`src/rtl/wave_display_pkg.sv`:
```
// Shared types and constants for the multi-channel waveform renderer.
package wave_display_pkg;

  localparam int DEF_SAMPLE_W = 8;

  typedef struct packed {
    logic [7:0] r;
    logic [7:0] g;
    logic [7:0] b;
  } rgb_t;

  // Channel 0 occupies the low 24 bits.
  localparam logic [47:0] DEF_CH_COLOR = {24'hFFFFFF, 24'h00FF00};

  localparam rgb_t       GRID_GREY    = 24'h404040;
  localparam int         GRID_X_PITCH = 64;
  localparam logic [4:0] GRID_Y_MASK  = 5'h1F;

endpackage

```
`src/rtl/wave_span_tracker.sv`:
```
// Per-channel sample scaling, previous/current span pair and row hit test.
module wave_span_tracker
  import wave_display_pkg::*;
#(
  parameter int SAMPLE_W  = DEF_SAMPLE_W,
  parameter int AMP_SHIFT = 1,
  parameter int Y_OFFSET  = 32
) (
  input  logic                clk,
  input  logic                reset_i,
  input  logic                in_win_i,
  input  logic                first_i,
  input  logic                load_i,
  input  logic [SAMPLE_W-1:0] sample_i,
  input  logic [7:0]          y8_i,
  output logic                hit_o
);

  localparam int CW = (SAMPLE_W > 8) ? SAMPLE_W : 8;

  // Shift down, add the vertical offset one bit wider, clip at full scale.
  function automatic logic [SAMPLE_W-1:0] scale_sat(input logic [SAMPLE_W-1:0] s);
    logic [SAMPLE_W:0] sum;
    sum = {1'b0, (s >> AMP_SHIFT)} + (SAMPLE_W+1)'(Y_OFFSET);
    return sum[SAMPLE_W] ? {SAMPLE_W{1'b1}} : sum[SAMPLE_W-1:0];
  endfunction

  logic [SAMPLE_W-1:0] adj;
  logic [SAMPLE_W-1:0] prev_q;
  logic [SAMPLE_W-1:0] curr_q;
  logic [SAMPLE_W-1:0] lo;
  logic [SAMPLE_W-1:0] hi;

  assign adj = scale_sat(sample_i);

  // Span pair: seeded flat on the first column of a line, shifted on each new address.
  always_ff @(posedge clk) begin
    if (reset_i) begin
      prev_q <= '0;
      curr_q <= '0;
    end else if (first_i) begin
      prev_q <= adj;
      curr_q <= adj;
    end else if (load_i) begin
      prev_q <= curr_q;
      curr_q <= adj;
    end
  end

  assign lo    = (prev_q < curr_q) ? prev_q : curr_q;
  assign hi    = (prev_q < curr_q) ? curr_q : prev_q;
  assign hit_o = in_win_i && (CW'(y8_i) >= CW'(lo)) && (CW'(y8_i) <= CW'(hi));

endmodule

```
`src/rtl/wave_display_mc.sv`:
```
// Multi-channel waveform renderer with one cycle of output latency.
// Optional background grid is built when WAVE_DISPLAY_GRID_EN is defined.
module wave_display_mc
  import wave_display_pkg::*;
#(
  parameter int NUM_CH    = 2,
  parameter int SAMPLE_W  = DEF_SAMPLE_W,
  parameter int ADDR_W    = 9,
  parameter int X_START   = 260,
  parameter int X_END     = 1023,
  parameter int PIX_SHIFT = 1,
  parameter int AMP_SHIFT = 1,
  parameter int Y_OFFSET  = 32,
  parameter logic [NUM_CH*24-1:0] CH_COLOR = (NUM_CH*24)'(DEF_CH_COLOR)
) (
  input  logic                       clk,
  input  logic                       reset,
  input  logic [10:0]                x,
  input  logic [9:0]                 y,
  input  logic                       valid,
  input  logic                       read_index,
  input  logic [NUM_CH*SAMPLE_W-1:0] read_value,
  output logic [ADDR_W-1:0]          read_address,
  output logic                       valid_pixel,
  output logic [7:0]                 r,
  output logic [7:0]                 g,
  output logic [7:0]                 b
);

  if (NUM_CH < 1 || NUM_CH > 4) begin : g_bad_num_ch
    $error("wave_display_mc: NUM_CH must be in 1..4");
  end
  if (X_START < 0 || X_START > X_END || X_END > 1279) begin : g_bad_window
    $error("wave_display_mc: X window must satisfy 0 <= X_START <= X_END <= 1279");
  end
  if (ADDR_W < 2 || ADDR_W > 32) begin : g_bad_addr_w
    $error("wave_display_mc: ADDR_W must be in 2..32");
  end

  localparam logic [10:0] XS = 11'(X_START);
  localparam logic [10:0] XE = 11'(X_END);

  logic              in_win;
  logic              in_win_q;
  logic              first;
  logic              load;
  logic [10:0]       x_rel;
  logic [31:0]       x_sh;
  logic [ADDR_W-1:0] ra_last_q;
  logic [NUM_CH-1:0] hit;
  logic              grid_on;
  rgb_t              rgb_d;
  rgb_t              rgb_q;
  logic              vp_d;
  logic              vp_q;
  logic              unused_ok;

  assign in_win = valid & ~y[9] & (x >= XS) & (x <= XE);

  // Outside the window the column collapses to the one for X_START.
  assign x_rel        = in_win ? (x - XS) : 11'd0;
  assign x_sh         = {21'd0, x_rel} >> PIX_SHIFT;
  assign read_address = {read_index, x_sh[ADDR_W-2:0]};

  assign first = in_win & ~in_win_q;
  assign load  = in_win & (read_address != ra_last_q);

  // Remember the last in-window address and whether the previous pixel was in the window.
  always_ff @(posedge clk) begin
    if (reset) begin
      ra_last_q <= '0;
      in_win_q  <= 1'b0;
    end else begin
      in_win_q <= in_win;
      if (in_win) begin
        ra_last_q <= read_address;
      end
    end
  end

  for (genvar c = 0; c < NUM_CH; c++) begin : g_ch
    wave_span_tracker #(
      .SAMPLE_W  (SAMPLE_W),
      .AMP_SHIFT (AMP_SHIFT),
      .Y_OFFSET  (Y_OFFSET)
    ) u_trk (
      .clk      (clk),
      .reset_i  (reset),
      .in_win_i (in_win),
      .first_i  (first),
      .load_i   (load),
      .sample_i (read_value[c*SAMPLE_W +: SAMPLE_W]),
      .y8_i     (y[8:1]),
      .hit_o    (hit[c])
    );
  end

`ifdef WAVE_DISPLAY_GRID_EN
  assign grid_on = in_win &
                   (((x_rel & 11'(GRID_X_PITCH - 1)) == 11'd0) |
                    ((y[4:0] & GRID_Y_MASK) == 5'd0));
`else
  assign grid_on = 1'b0;
`endif

  // Colour select: grid underneath, then channels with the lowest index on top.
  always_comb begin
    rgb_d = '0;
    vp_d  = 1'b0;
    if (grid_on) begin
      rgb_d = GRID_GREY;
      vp_d  = 1'b1;
    end
    for (int c = NUM_CH - 1; c >= 0; c--) begin
      if (hit[c]) begin
        rgb_d = rgb_t'(CH_COLOR[c*24 +: 24]);
        vp_d  = 1'b1;
      end
    end
  end

  // Registered pixel outputs.
  always_ff @(posedge clk) begin
    if (reset) begin
      rgb_q <= '0;
      vp_q  <= 1'b0;
    end else begin
      rgb_q <= rgb_d;
      vp_q  <= vp_d;
    end
  end

  assign r           = rgb_q.r;
  assign g           = rgb_q.g;
  assign b           = rgb_q.b;
  assign valid_pixel = vp_q;

  assign unused_ok = ^{y[0], x_sh[31:ADDR_W-1]};

endmodule
```
`config.mk`:
```
export PLATFORM = sky130hd
export DESIGN_NAME = wave_display_mc
export DESIGN_NICKNAME = d
export VERILOG_FILES = /design/src/rtl/wave_display_pkg.sv /design/src/rtl/wave_span_tracker.sv /design/src/rtl/wave_display_mc.sv
export SDC_FILE = /design/constraint.sdc
export NUM_CORES = 1
export LEC_CHECK = 0
export CAP_MARGIN = 20
export CORE_MARGIN = 1.5
export CORE_UTILIZATION = 25
export DETAILED_ROUTE_END_ITERATION = 10
export HOLD_SLACK_MARGIN = 0.1
export SYNTH_ARGS = -nofsm -noshare
export SYNTH_HDL_FRONTEND = slang
export SYNTH_SLANG_ARGS = --single-unit
```
`constraint.sdc`:
```
create_clock -name clk -period 3.7 [get_ports clk]
set_clock_uncertainty 0.1 [all_clocks]
set_input_delay 1.11 -clock clk [delete_from_list [all_inputs] [get_ports clk]]
set_output_delay 1.11 -clock clk [all_outputs]
set_load 0.1 [all_outputs]
```
=== Word level (Yosys, flattened, before mapping) ===
Cells that the tools add are included.

* Add/subtract/negate cells: 3
* Order comparisons: 8
* Equality and inequality tests: 1
* Mux-type cells: 19
* Bitwise gates (word level): 7
* Reduce and logical (&&, ||, !) cells: 6

{| class="wikitable"
|+ Operator list
! operator !! number
|-
| 8-bit 2-to-1 mux || 14
|-
| 24-bit 2-to-1 mux || 1
|-
| 7-bit by 6-bit adder with 8-bit output, second input constant || 2
|-
| 8-bit greater-or-equal comparator || 2
|-
| 8-bit <= comparator || 2
|-
| 8-bit < comparator || 2
|-
| 16-bit 2-to-1 mux || 1
|-
| 11-bit by 9-bit greater-or-equal comparator with 1-bit output, second input constant || 1
|-
| 11-bit by 10-bit <= comparator with 1-bit output, second input constant || 1
|-
| 9-bit 2-to-1 mux || 1
|-
| 9-bit inequality test || 1
|-
| 9-bit subtractor, second input constant || 1
|-
| 1-bit bitwise AND || 5
|-
| 1-bit logical AND || 4
|-
| 1-bit 2-to-1 mux || 2
|-
| 1-bit inverter || 2
|-
| 2-bit nonzero test || 1
|-
| 2-bit OR reduction || 1
|}

* Register bits after elaboration: 67
* Input port bits: 41
* Output and inout bits: 34

=== Logic depth before layout (Yosys ltp) ===
Gate-level depths: netlist of the first run.

* Word-level depth: 9
* Depth in mapped cells: 19
* Gate-level depth less buffers: 18

=== Modules after synthesis ===
From an unflattened synthesis of the first run, not the netlist that was laid out.

* Cells, all modules: 458
* Area total of the unflattened synthesis: 3791.1 µm²

{| class="wikitable"
|+ By module, submodules not included
! module !! times used !! cells each !! area an instance (µm²)
|-
| wave_span_tracker || 2 || 163 || 1372.6
|-
| wave_display_mc || 1 || 132 || 1046.0
|}

=== Least setup slack after synthesis of the first run ===
No wires, ideal clock.

* Path type: input -> register
* Start point: input x[3]
* End point: register g_ch[0].u_trk.curr_q[1]
* Setup time: 0.128 ns
* Arrival: 4.876 ns
* Data required time: 3.472 ns
* Slack: -1.403 ns
* Stages on the path: 9
* Path buffers: 1
* Cell sequence: or4_1 > or3_1 > a22oi_1 > xnor2_1 > o2111ai_1 > o31ai_4 > buf_6 > mux2i_1 > nor2_1

* Cells in the longest elaborated chain, start to end: 7
* Elaborated cells between the ends (all ways): 11
* Classes of those cells: add/sub (1); order compare (2); eq/ne (1); mux (2); bitwise (4); reduce/logical (1)

{| class="wikitable"
|+ Ends and longest elaborated chain
! what !! RTL line !! RTL
|-
| from (decl) || wave_display_mc.sv:18 || <nowiki>input logic [10:0] x,</nowiki>
|-
| 11-bit by 9-bit greater-or-equal comparator with 1-bit output || wave_display_mc.sv:58 || <nowiki>assign in_win = valid & ~y[9] & (x >= XS) & (x <= XE);</nowiki>
|-
| 1-bit bitwise AND (2 in a row) || wave_display_mc.sv:58 ||
|-
| 9-bit 2-to-1 mux * || wave_display_mc.sv:61 || <nowiki>assign x_rel = in_win ? (x - XS) : 11'd0;</nowiki>
|-
| net read_address[6] || wave_display_mc.sv:23 || <nowiki>output logic [ADDR_W-1:0] read_address,</nowiki>
|-
| 9-bit inequality test * || wave_display_mc.sv:66 || <nowiki>assign load = in_win & (read_address != ra_last_q);</nowiki>
|-
| 1-bit bitwise AND * || wave_display_mc.sv:66 ||
|-
| 2-bit nonzero test (no source line) * || - ||
|-
| to (signal assigned) || wave_span_tracker.sv:43 || <nowiki>curr_q <= adj;</nowiki>
|-
| to (signal assigned) || wave_span_tracker.sv:46 || <nowiki>curr_q <= adj;</nowiki>
|-
| to (decl) || wave_span_tracker.sv:30 || <nowiki>logic [SAMPLE_W-1:0] curr_q;</nowiki>
|}

The timed path passes the listed nets; every way through them passes the cells marked *.
A chain may end at the register's enable or synchronous reset.

=== Worst setup path after layout of the first run ===
* Start point: input x[3]
* End point: output read_address[7]

* Cells in the longest elaborated chain, start to end: 4
* Elaborated cells between the ends (all ways): 6
* Classes of those cells: add/sub (1); order compare (2); mux (1); bitwise (2)

{| class="wikitable"
|+ Ends and longest elaborated chain
! what !! RTL line
|-
| 11-bit by 9-bit greater-or-equal comparator with 1-bit output || wave_display_mc.sv:58
|-
| 1-bit bitwise AND (2 in a row) || wave_display_mc.sv:58
|-
| 9-bit 2-to-1 mux * || wave_display_mc.sv:61
|-
| to (decl) || wave_display_mc.sv:23
|}

Every way passes the cells marked *; elsewhere a longest branch is shown, timed or not.

==> results of run 1 <==
registers in the layout (all words and copies together) (netlist names):
name / count
in_win_q: 1
ra_last_q: 9
g_ch.u_trk.curr_q: 16
r: 1
valid_pixel: 1
g_ch.u_trk.prev_q: 16
cells in the final DEF, fill, tap and decap left out, drive strengths merged, types with 6 or more instances in the layout:
cell	count
a21o	12
a21oi	26
buf	119
clkbuf	10
clkdlybuf4s50	24
dfxtp	44
ha	51
inv	19
mux2	6
mux2i	56
nand2	21
nor2	47
nor3	7
o21a	7
o21ai	19
xnor2	7
worst max path at each step:
stage	endpoint	slack (ps)
final	read_address[7]	-100
after global routing	read_address[7]	-150
after CTS	read_address[1]	-150
after detailed placement	read_address[4]	-580
after global placement	read_address[4]	-570
after floorplan	g_ch[0].u_trk.curr_q[1]	-630
logic make-up after synthesis:
logic type,Yosys count,share of synthesized area
fa+ha+maj,51,0.175
flops,44,0.241
compound gates,81,0.149
buf+inv,58,0.0914
mux,62,0.172
simple gates,112,0.151
xor+xnor,9,0.0216
power by group through the flow:
stage / Clock [W] / Combinational (W) / Sequential [W]
2_1_floorplan: 0 / 0.000261 / 0.000505
5_1_grt: 0.000494 / 0.000505 / 0.000497
3_3_place_gp: 0 / 0.000402 / 0.000504
4_1_cts: 0.000474 / 0.000436 / 0.000495
3_5_place_dp: 0 / 0.000411 / 0.000505
6_report: 0.000468 / 0.000470 / 0.000495
worst reg2reg max path: cells and delay by family, from the launching register on:
family,cells,cell delay [ps]
adders and majority gates,2,430
buffers and inverters,2,210
DFF,1,340
muxes,1,330
AOI/OAI and AO/OA,11,1810
and+or+nand+nor,3,280
cell usage after synthesis, types with 4 or more instances:
| cell | number | area (sq um) |
|---|---|---|
| a21o_1 | 12 | 90.1 |
| nand2_1 | 20 | 75.1 |
| o21a_1 | 7 | 52.6 |
| xnor2_1 | 7 | 61.3 |
| buf_4 | 25 | 188 |
| o21ai_0 | 19 | 95.1 |
| mux2_2 | 6 | 67.6 |
| clkbuf_1 | 11 | 41.3 |
| dfxtp_1 | 44 | 881 |
| nor2b_1 | 5 | 31.3 |
| nor3_1 | 7 | 35.0 |
| or2_2 | 5 | 31.3 |
| mux2i_1 | 56 | 561 |
| a21oi_1 | 26 | 130 |
| inv_1 | 19 | 71.3 |
| ha_1 | 51 | 638 |
| nor2_1 | 47 | 176 |
| nand2b_1 | 4 | 25.0 |
per-stage QoR:
step           hold WS [ps]  std cells  total power, W  utilization
5_1_grt                 411        723         0.00150        0.385
2_1_floorplan           349        417        0.000766            -
4_1_cts                 389        714         0.00141        0.369
3_3_place_gp            357        689        0.000906        0.340
6_report                388        723         0.00143        0.385
3_5_place_dp            380        689        0.000916        0.340
routing by layer:
metal / up-vias / share of wire / track usage
li1: 1702 / - / -
met1: 1580 / 0.44 / 0.151
met2: 39 / 0.53 / 0.229
met3: 11 / 0.022 / 0.0183
met4: 0 / 0.013 / 0.0391
met5: - / 0 / 0
repair_timing:
| action | in CTS | in global routing |
|---|---|---|
| gates resized for setup | 62 | 21 |
| setup buffers | 16 | 5 |
| setup endpoints to repair | 42 | 39 |
| pin swaps | 22 | 23 |
| gates cloned | 2 | 4 |
area by class of cell:
type	instances	area [sq um]	area share
repair buffers	154	1510	0.272
inverters	19	83.8	0.0151
clock buffers	7	153	0.0275
well taps	184	230	0.0415
flip-flops and latches	44	882	0.159
multi-input cells	315	2690	0.484
==> results.tsv, run 1 <==
metric	value	unit
most used cell, CP	buf_6	
critical hold path startpoint	ra_last_q[8]	
Slew Limit Fails	0	
Initial Utilization	0.253	
status	finished with violations	
Mean Syn Cell Area	8.77	sq um
# rows	44	
number of global-route vias before repair	3305	
global-route wire length before repair	15300	um
GPL Wtd Cong	0.875	
#FFs+latches synth	44	
Leakage	2.57	nW
clk sinks	44	
Hold Crit Class	reg -> reg	
part of the power in combinational logic	0.328	
yosys warns	0	
post-layout minimum cycle time	3800	ps
Max Cap Viol	0	
WL per Instance	14.0	um
Critical Path Max Stage Delay	230	ps
Worst Setup SP	x[3]	
Ant. Diodes	0	
cell count after synthesis	417	
Worst-path clk slew	60	ps
hold buffers post-CTS	0	
number of cells on the critical path	10	
Setup TNS	-768	ps
CP Cell Sequence	buf_6 > buf_6 > inv_12 > ha_4 > nor3b_4 > o311ai_4 > and2_4 > buf_6 > nor3b_4 > buf_12	
vias	3332	
final setup margin	-97.2	ps
slowest stage cell, crit path	nor3b_4	
fin area	5550	sq um
worst-path fanout max	4	
pwr dens	258	nW/um^2
# setup viols final	18	
CP delay by family, top	simple AND/OR/NAND/NOR gates	
chip width	124	um
largest net degree at the start of global routing	34	
Layout Nets	631	
R2R depth	19	
DIE AREA	15400	sq um
Via density	4.61	
gr ovfl total	0	
Syn Std Cell Area	3660	sq um
clk_lat worst skew	290	ps
critical path type	in -> out	
CP required	2490	ps
crit end category	output port	
initial antenna violation count	0	
share of layout cells above drive strength 1	0.338	
I/O pins	75	
part of the cycle the worst path needs	1.03	
total nets after synthesis	509	
violated checks	negative setup slack	
initial drt markers	112	
area grow syn2layout	51.7	%
Sw Ratio	0.302	
Flop pwr share	0.346	
die height	124	um
Max Freq	0.263	GHz
ANT nets after route	0	
Switching Power	0.000433	W
actual slew at the worst max-slew pin	491	ps
Clk pwr share	0.327	
CTS H-tree depth	2	
Pint	0.00100	W
Post-synth ARST share	0	
CP startpoint kind	input pin	
drt pass-1 iters	4	
Worst R2R Setup Slack	60	ps
Tot GR Track Use	0.125	
Hold Vio Cnt, Final	0	
CTS tree	built	
ys flop type	dfxtp_1	
Max-slew headroom	0.672	
DP HPWL	7040	um
CTS root buffer	clkbuf_16	
DRT Wirelength	10100	um
Worst EP arrival	2590	ps
DRC viols	0	
clock tree buffer depth	2	
Core Region	14400	sq um
number of synthesized flops with an enable pin	0	
Min-Delay Path Depth	2	
dpl ws	-575	ps
RSZ-0062 raised after global routing	yes	
reg-to-reg startpoint	g_ch[1].u_trk.curr_q[1]	
CTS Buf Count	5	
sequential fraction of the synthesis area	0.241	
CP bufs+invs	5	
WHS Endpoint	ra_last_q[8]	
Filler cells	1415	
port bufs	71	
placed instance area	4900	sq um
post-synth cell types	46	
Peak VDD IR	178	uV
reg2reg end	valid_pixel	
(Power assumes the default switching activity.)
==> inputs of run 2 (changes only) <==
- clock period: 3.7 -> 3.4 ns (I/O delays scaled with it)
==> run 2 against run 1 <==
  * The flow still finishes with violations (negative setup slack)
  * Routed wire length grew 0.91%
  * Critical endpoint is now g_ch[1].u_trk.prev_q[4]
  * Global-route usage grew 0.64 points
  * Die area is the same
  * Sequential power grew 8.3%
  * Hold slack lost 11 ps
  * Largest power group is now combinational logic
  * Core utilization grew 1.5 points
  * Combinational power grew 18%
  * Flip-flop and latch count is the same
  * Count of clock-buffer cells in the layout shrank 1
  * Via count grew 1.6%
  * Sequential share of layout area shrank 0.55 points
  * Total power grew 11%
==> results.tsv, run 2 (same netlist as run 1, synthesis figures left out) <==
metric	value	unit	change
worst-path fanout max	5		+1
status	finished with violations		
CP bufs+invs	4		-1
chip width	124	um	unchanged
Via density	4.57		-0.77%
GPL Wtd Cong	0.792		-9.5%
CP Cell Sequence	buf_6 > or4_4 > o311ai_4 > buf_6 > nand2_4 > a211oi_1 > o2111ai_4 > o31ai_4 > buf_6 > buf_8 > mux2i_1 > nor2_1		
commonest non-fill, non-tap cell in the layout	buf_4		
Initial Utilization	0.253		unchanged
die height	124	um	unchanged
drt pass-1 iters	4		unchanged
Slew Limit Fails	0		unchanged
I/O pins	75		unchanged
Peak VDD IR	191	uV	+7.4%
ANT nets after route	0		unchanged
Worst EP arrival	3740	ps	+1150 ps
DRC viols	0		unchanged
Max Freq	0.273	GHz	
Leakage	2.68	nW	+4.1%
Worst-path clk slew	70	ps	about the same
RSZ-0062 raised after global routing	yes		
most used cell, CP	buf_6		
pwr dens	276	nW/um^2	+6.7%
Filler cells	1418		+0.21%
critical path type	in -> reg		
part of the cycle the worst path needs	1.08		
share of layout cells above drive strength 1	0.379		+0.0418
final non-filler cell total	740		+2.4%
violated checks	negative setup slack		
Layout Nets	647		+2.5%
post-layout minimum cycle time	3660	ps	
CP required	3480	ps	+990 ps
DP HPWL	7150	um	+1.5%
dpl ws	-769	ps	-194 ps
CTS H-tree depth	2		unchanged
largest registers	g_ch.u_trk.curr_q: 16 flops, g_ch.u_trk.prev_q: 16 flops, ra_last_q: 9 flops		
number of cells after detailed placement	705		+2.3%
gr ovfl total	0		unchanged
Hold WS	377	ps	-11.3 ps
final setup margin	-260	ps	-163 ps
hold buffers post-CTS	0		unchanged
CP delay by family, top	compound AO/OA/AOI/OAI gates		
Min-Delay Path Depth	2		unchanged
clk sinks	44		unchanged
Max-slew headroom	0.651		-0.0202
CP startpoint kind	input pin		
Hold Vio Cnt, Final	0		unchanged
clk_lat worst skew	290	ps	about the same
CTS Buf Count	5		unchanged
Tot GR Track Use	0.132		+0.00643
Ant. Diodes	0		unchanged
# setup viols final	42		+24
area grow syn2layout	57.8	%	
most frequent cells in the layout	106 x buf_4, 55 x mux2i_1, 45 x ha_1, 43 x nor2_1, 40 x dfxtp_1		
DIE AREA	15400	sq um	unchanged
number of global-route vias before repair	3362		+1.7%
WL per Instance	13.8	um	-1.4%
initial antenna violation count	0		unchanged
fin area	5770	sq um	+4.0%
actual slew at the worst max-slew pin	520	ps	+28.8 ps
Max Cap Viol	0		unchanged
CTS root buffer	clkbuf_16		
# rows	44		unchanged
Core Region	14400	sq um	unchanged
crit end category	register		
port bufs	71		unchanged
initial drt markers	58		-48%
CTS tree	built		
placed instance area	5040	sq um	+2.8%
DRT Wirelength	10200	um	+0.91%
Critical Path Max Stage Delay	550	ps	+320 ps
R2R depth	18		-1
slowest stage cell, crit path	or4_4		
vias	3384		+1.6%
largest net degree at the start of global routing	26		-24%
number of cells on the critical path	12		+2
Hold Crit Class	reg -> reg		
clock tree buffer depth	2		unchanged
global-route wire length before repair	15800	um	+3.3%
-- run 2: changes by cell type in the layout (fill, tap and decap cells not counted), sizes merged --
cell	change
clkinv	+2
clkbuf	-2
buf	+18
dlygate4sd2	+3
dlymetal6s2s	-1
clkdlybuf4s15	-3
-- run 2: worst paths after layout --
| kind | slack [ps] | endpoint | start |
|---|---|---|---|
| min | 380 | ra_last_q[8] | ra_last_q[8] |
| max | -260 | g_ch[1].u_trk.prev_q[4] | x[7] |
| max reg2reg | -140 | valid_pixel | g_ch[1].u_trk.curr_q[1] |
| min reg2reg | 380 | ra_last_q[8] | ra_last_q[8] |
-- run 2: worst min-delay path, cell delays in order, from the launching register on --
cell     delay, ps
dfxtp_1        320
nand2_1         60
a21oi_1         50
-- run 2: area by class of cell --
class | count | area (sq um) | share of cell area
clock buffers | 6 | 139 | 0.0241
clock inverters | 2 | 10.0 | 0.00173
inverters | 19 | 83.8 | 0.0145
multi-input cells | 315 | 2800 | 0.485
flip-flops and latches | 44 | 886 | 0.154
well taps | 184 | 230 | 0.0399
repair buffers | 170 | 1620 | 0.282
-- run 2: report_power, final --
group	total, W	internal (W)	switching (W)	leakage, nW
clock network	0.000500	0.000290	0.000210	0.0766
registers	0.000536	0.000527	0.00000926	0.358
logic	0.000554	0.000281	0.000273	2.24
-- run 2: repair_timing --
action / in CTS / in global routing
setup buffers: 17 / 6
gates resized for setup: 79 / 23
gates cloned: 4 / 3
endpoints found under the setup margin: 42 / 42
pin swaps: 40 / 27
-- run 2: through the flow --
step | TNS [ps] | total power, W | util
6_report | -8270 | 0.00159 | 0.400
5_1_grt | -13070 | 0.00166 | 0.400
4_1_cts | -4850 | 0.00157 | 0.389
3_5_place_dp | -29610 | 0.00102 | 0.350
3_3_place_gp | -27470 | 0.00101 | 0.350
2_1_floorplan | -27600 | 0.000845 | -
-- run 2: routing by layer --
layer / global-route usage / up-vias / part of all wire
met2: 0.235 / 54 / 0.50
met3: 0.0229 / 24 / 0.025
li1: - / 1737 / -
met4: 0.0561 / 0 / 0.033
met5: 0 / - / 0
met1: 0.155 / 1569 / 0.44
==> inputs of run 3 (changes only) <==
- CORE_MARGIN: 1.5 -> 5
==> run 3 against run 2 <==
  * The run still ends with negative setup slack left
  * Worst setup slack better by 33 ps
  * Critical path depth fell by 3
  * Combinational power decreased by 2%
==> results.tsv, run 3 (same netlist as run 1, synthesis figures left out) <==
metric	value	unit	change
initial antenna violation count	0		unchanged
part of the cycle the worst path needs	1.07		-0.00978
Max Cap Viol	0		unchanged
CTS tree	built		
largest registers	g_ch.u_trk.curr_q: 16 flops, g_ch.u_trk.prev_q: 16 flops, ra_last_q: 9 flops		
RSZ-0062 raised after global routing	yes		
post-layout util	0.395		-0.00538
Leakage	2.61	nW	-2.5%
violated checks	negative setup slack		
CTS Buf Count	5		unchanged
worst-path fanout max	4		-1
die height	131	um	+5.6%
critical path type	in -> out		
Hold Crit Class	reg -> reg		
# rows	44		unchanged
Initial Utilization	0.253		unchanged
Layout Nets	634		-2.0%
CP required	2280	ps	-1200 ps
crit end category	output port		
clk sinks	44		unchanged
actual slew at the worst max-slew pin	480	ps	-40.1 ps
pwr dens	294	nW/um^2	+6.5%
global-route wire length before repair	16600	um	+4.7%
Peak VDD IR	180	uV	-6.0%
Filler cells	1405		-0.92%
CTS H-tree depth	2		unchanged
post-layout minimum cycle time	3630	ps	-33.3 ps
DRC viols	0		unchanged
drt pass-1 iters	4		unchanged
number of cells after detailed placement	699		-0.85%
largest net degree at the start of global routing	43		+65%
clk_lat worst skew	290	ps	about the same
Worst-path clk slew	60	ps	about the same
final non-filler cell total	727		-1.8%
Hold Vio Cnt, Final	0		unchanged
# setup viols final	41		-2.4%
Tot GR Track Use	0.120		-0.0116
Max Freq	0.276	GHz	+0.92%
Core Region	14400	sq um	unchanged
CTS root buffer	clkbuf_16		
area grow syn2layout	55.7	%	
Via density	4.63		+1.2%
number of global-route vias before repair	3516		+4.6%
share of layout cells above drive strength 1	0.366		-0.0130
Worst EP arrival	2510	ps	-1230 ps
DRT Wirelength	10200	um	-0.46%
hold buffers post-CTS	0		unchanged
ANT nets after route	0		unchanged
GPL Wtd Cong	0.817		+3.1%
final setup margin	-226	ps	+33.3 ps
clock tree buffer depth	2		unchanged
vias	3366		-0.53%
port bufs	71		unchanged
Ant. Diodes	0		unchanged
commonest non-fill, non-tap cell in the layout	buf_4		
initial drt markers	166		+190%
DP HPWL	7170	um	+0.34%
DIE AREA	17100	sq um	+12%
CP startpoint kind	input pin		
Slew Limit Fails	0		unchanged
status	finished with violations		
gr ovfl total	0		unchanged
Max-slew headroom	0.680		+0.0288
most frequent cells in the layout	94 x buf_4, 54 x mux2i_1, 45 x ha_1, 42 x nor2_1, 40 x dfxtp_1		
WL per Instance	14.0	um	+1.3%
chip width	131	um	+5.6%
I/O pins	75		unchanged
-- run 3: routing by layer --
layer  vias up  wire length (um)  track usage  part of all wire
li1       1710                 -            -                 -
met1      1584              4300        0.139              0.42
met2        55              5320        0.225              0.52
met3        17               307       0.0159             0.030
met4         0               241       0.0423             0.024
met5         -                 0            0                 0
-- run 3: power breakdown --
group / leakage (nW) / internal, W / total, W / switching [W]
clock: 0.0901 / 0.000387 / 0.000590 / 0.000203
combinational: 2.16 / 0.000275 / 0.000543 / 0.000268
sequential: 0.358 / 0.000527 / 0.000538 / 0.0000106
-- run 3: repair_timing --
action	CTS	global route
gates resized for setup	86	20
pin swaps	27	23
hold endpoints to repair	0	0
setup endpoints to repair	42	42
cloned	6	0
setup buffers	15	5
-- run 3: area by class of cell --
type | instances | area, sq um | share of cell area
Clock buffer | 7 | 153 | 0.0268
Clock inverter | 1 | 30.0 | 0.00528
Inverter | 19 | 83.8 | 0.0147
Multi-Input combinational cell | 315 | 2760 | 0.485
Sequential cell | 44 | 886 | 0.156
Tap cell | 184 | 230 | 0.0404
Timing Repair Buffer | 157 | 1550 | 0.272
-- run 3: stage by stage --
step                      TNS (ps)  hold WS (ps)  setup slack [ps]  area, sq um  power [W]
after floorplan             -27600           349              -837         3800   0.000845
after global placement      -26920           358              -718         5010   0.000999
after detailed placement    -31490           368              -835         5010    0.00101
after CTS                    -6000           377              -265         5640    0.00167
after global routing         -9860           429              -302         5690    0.00175
final                        -4200           380              -226         5690    0.00167
-- run 3: critical path, cell delays in order --
cell,delay [ps]
buf_8,100
buf_8,130
ha_4,140
nand4b_1,200
o311ai_2,300
buf_4,220
a22oi_2,90
buf_4,150
buf_12,150
-- run 3: path summary, 6_finish.rpt --
path	start	to	slack [ps]	depth (start not counted)
setup / recovery	x[3]	read_address[6]	-230	9
hold / removal	ra_last_q[8]	ra_last_q[8]	380	2
setup reg to reg	g_ch[1].u_trk.curr_q[1]	valid_pixel	-30	18
hold reg to reg	ra_last_q[8]	ra_last_q[8]	380	2
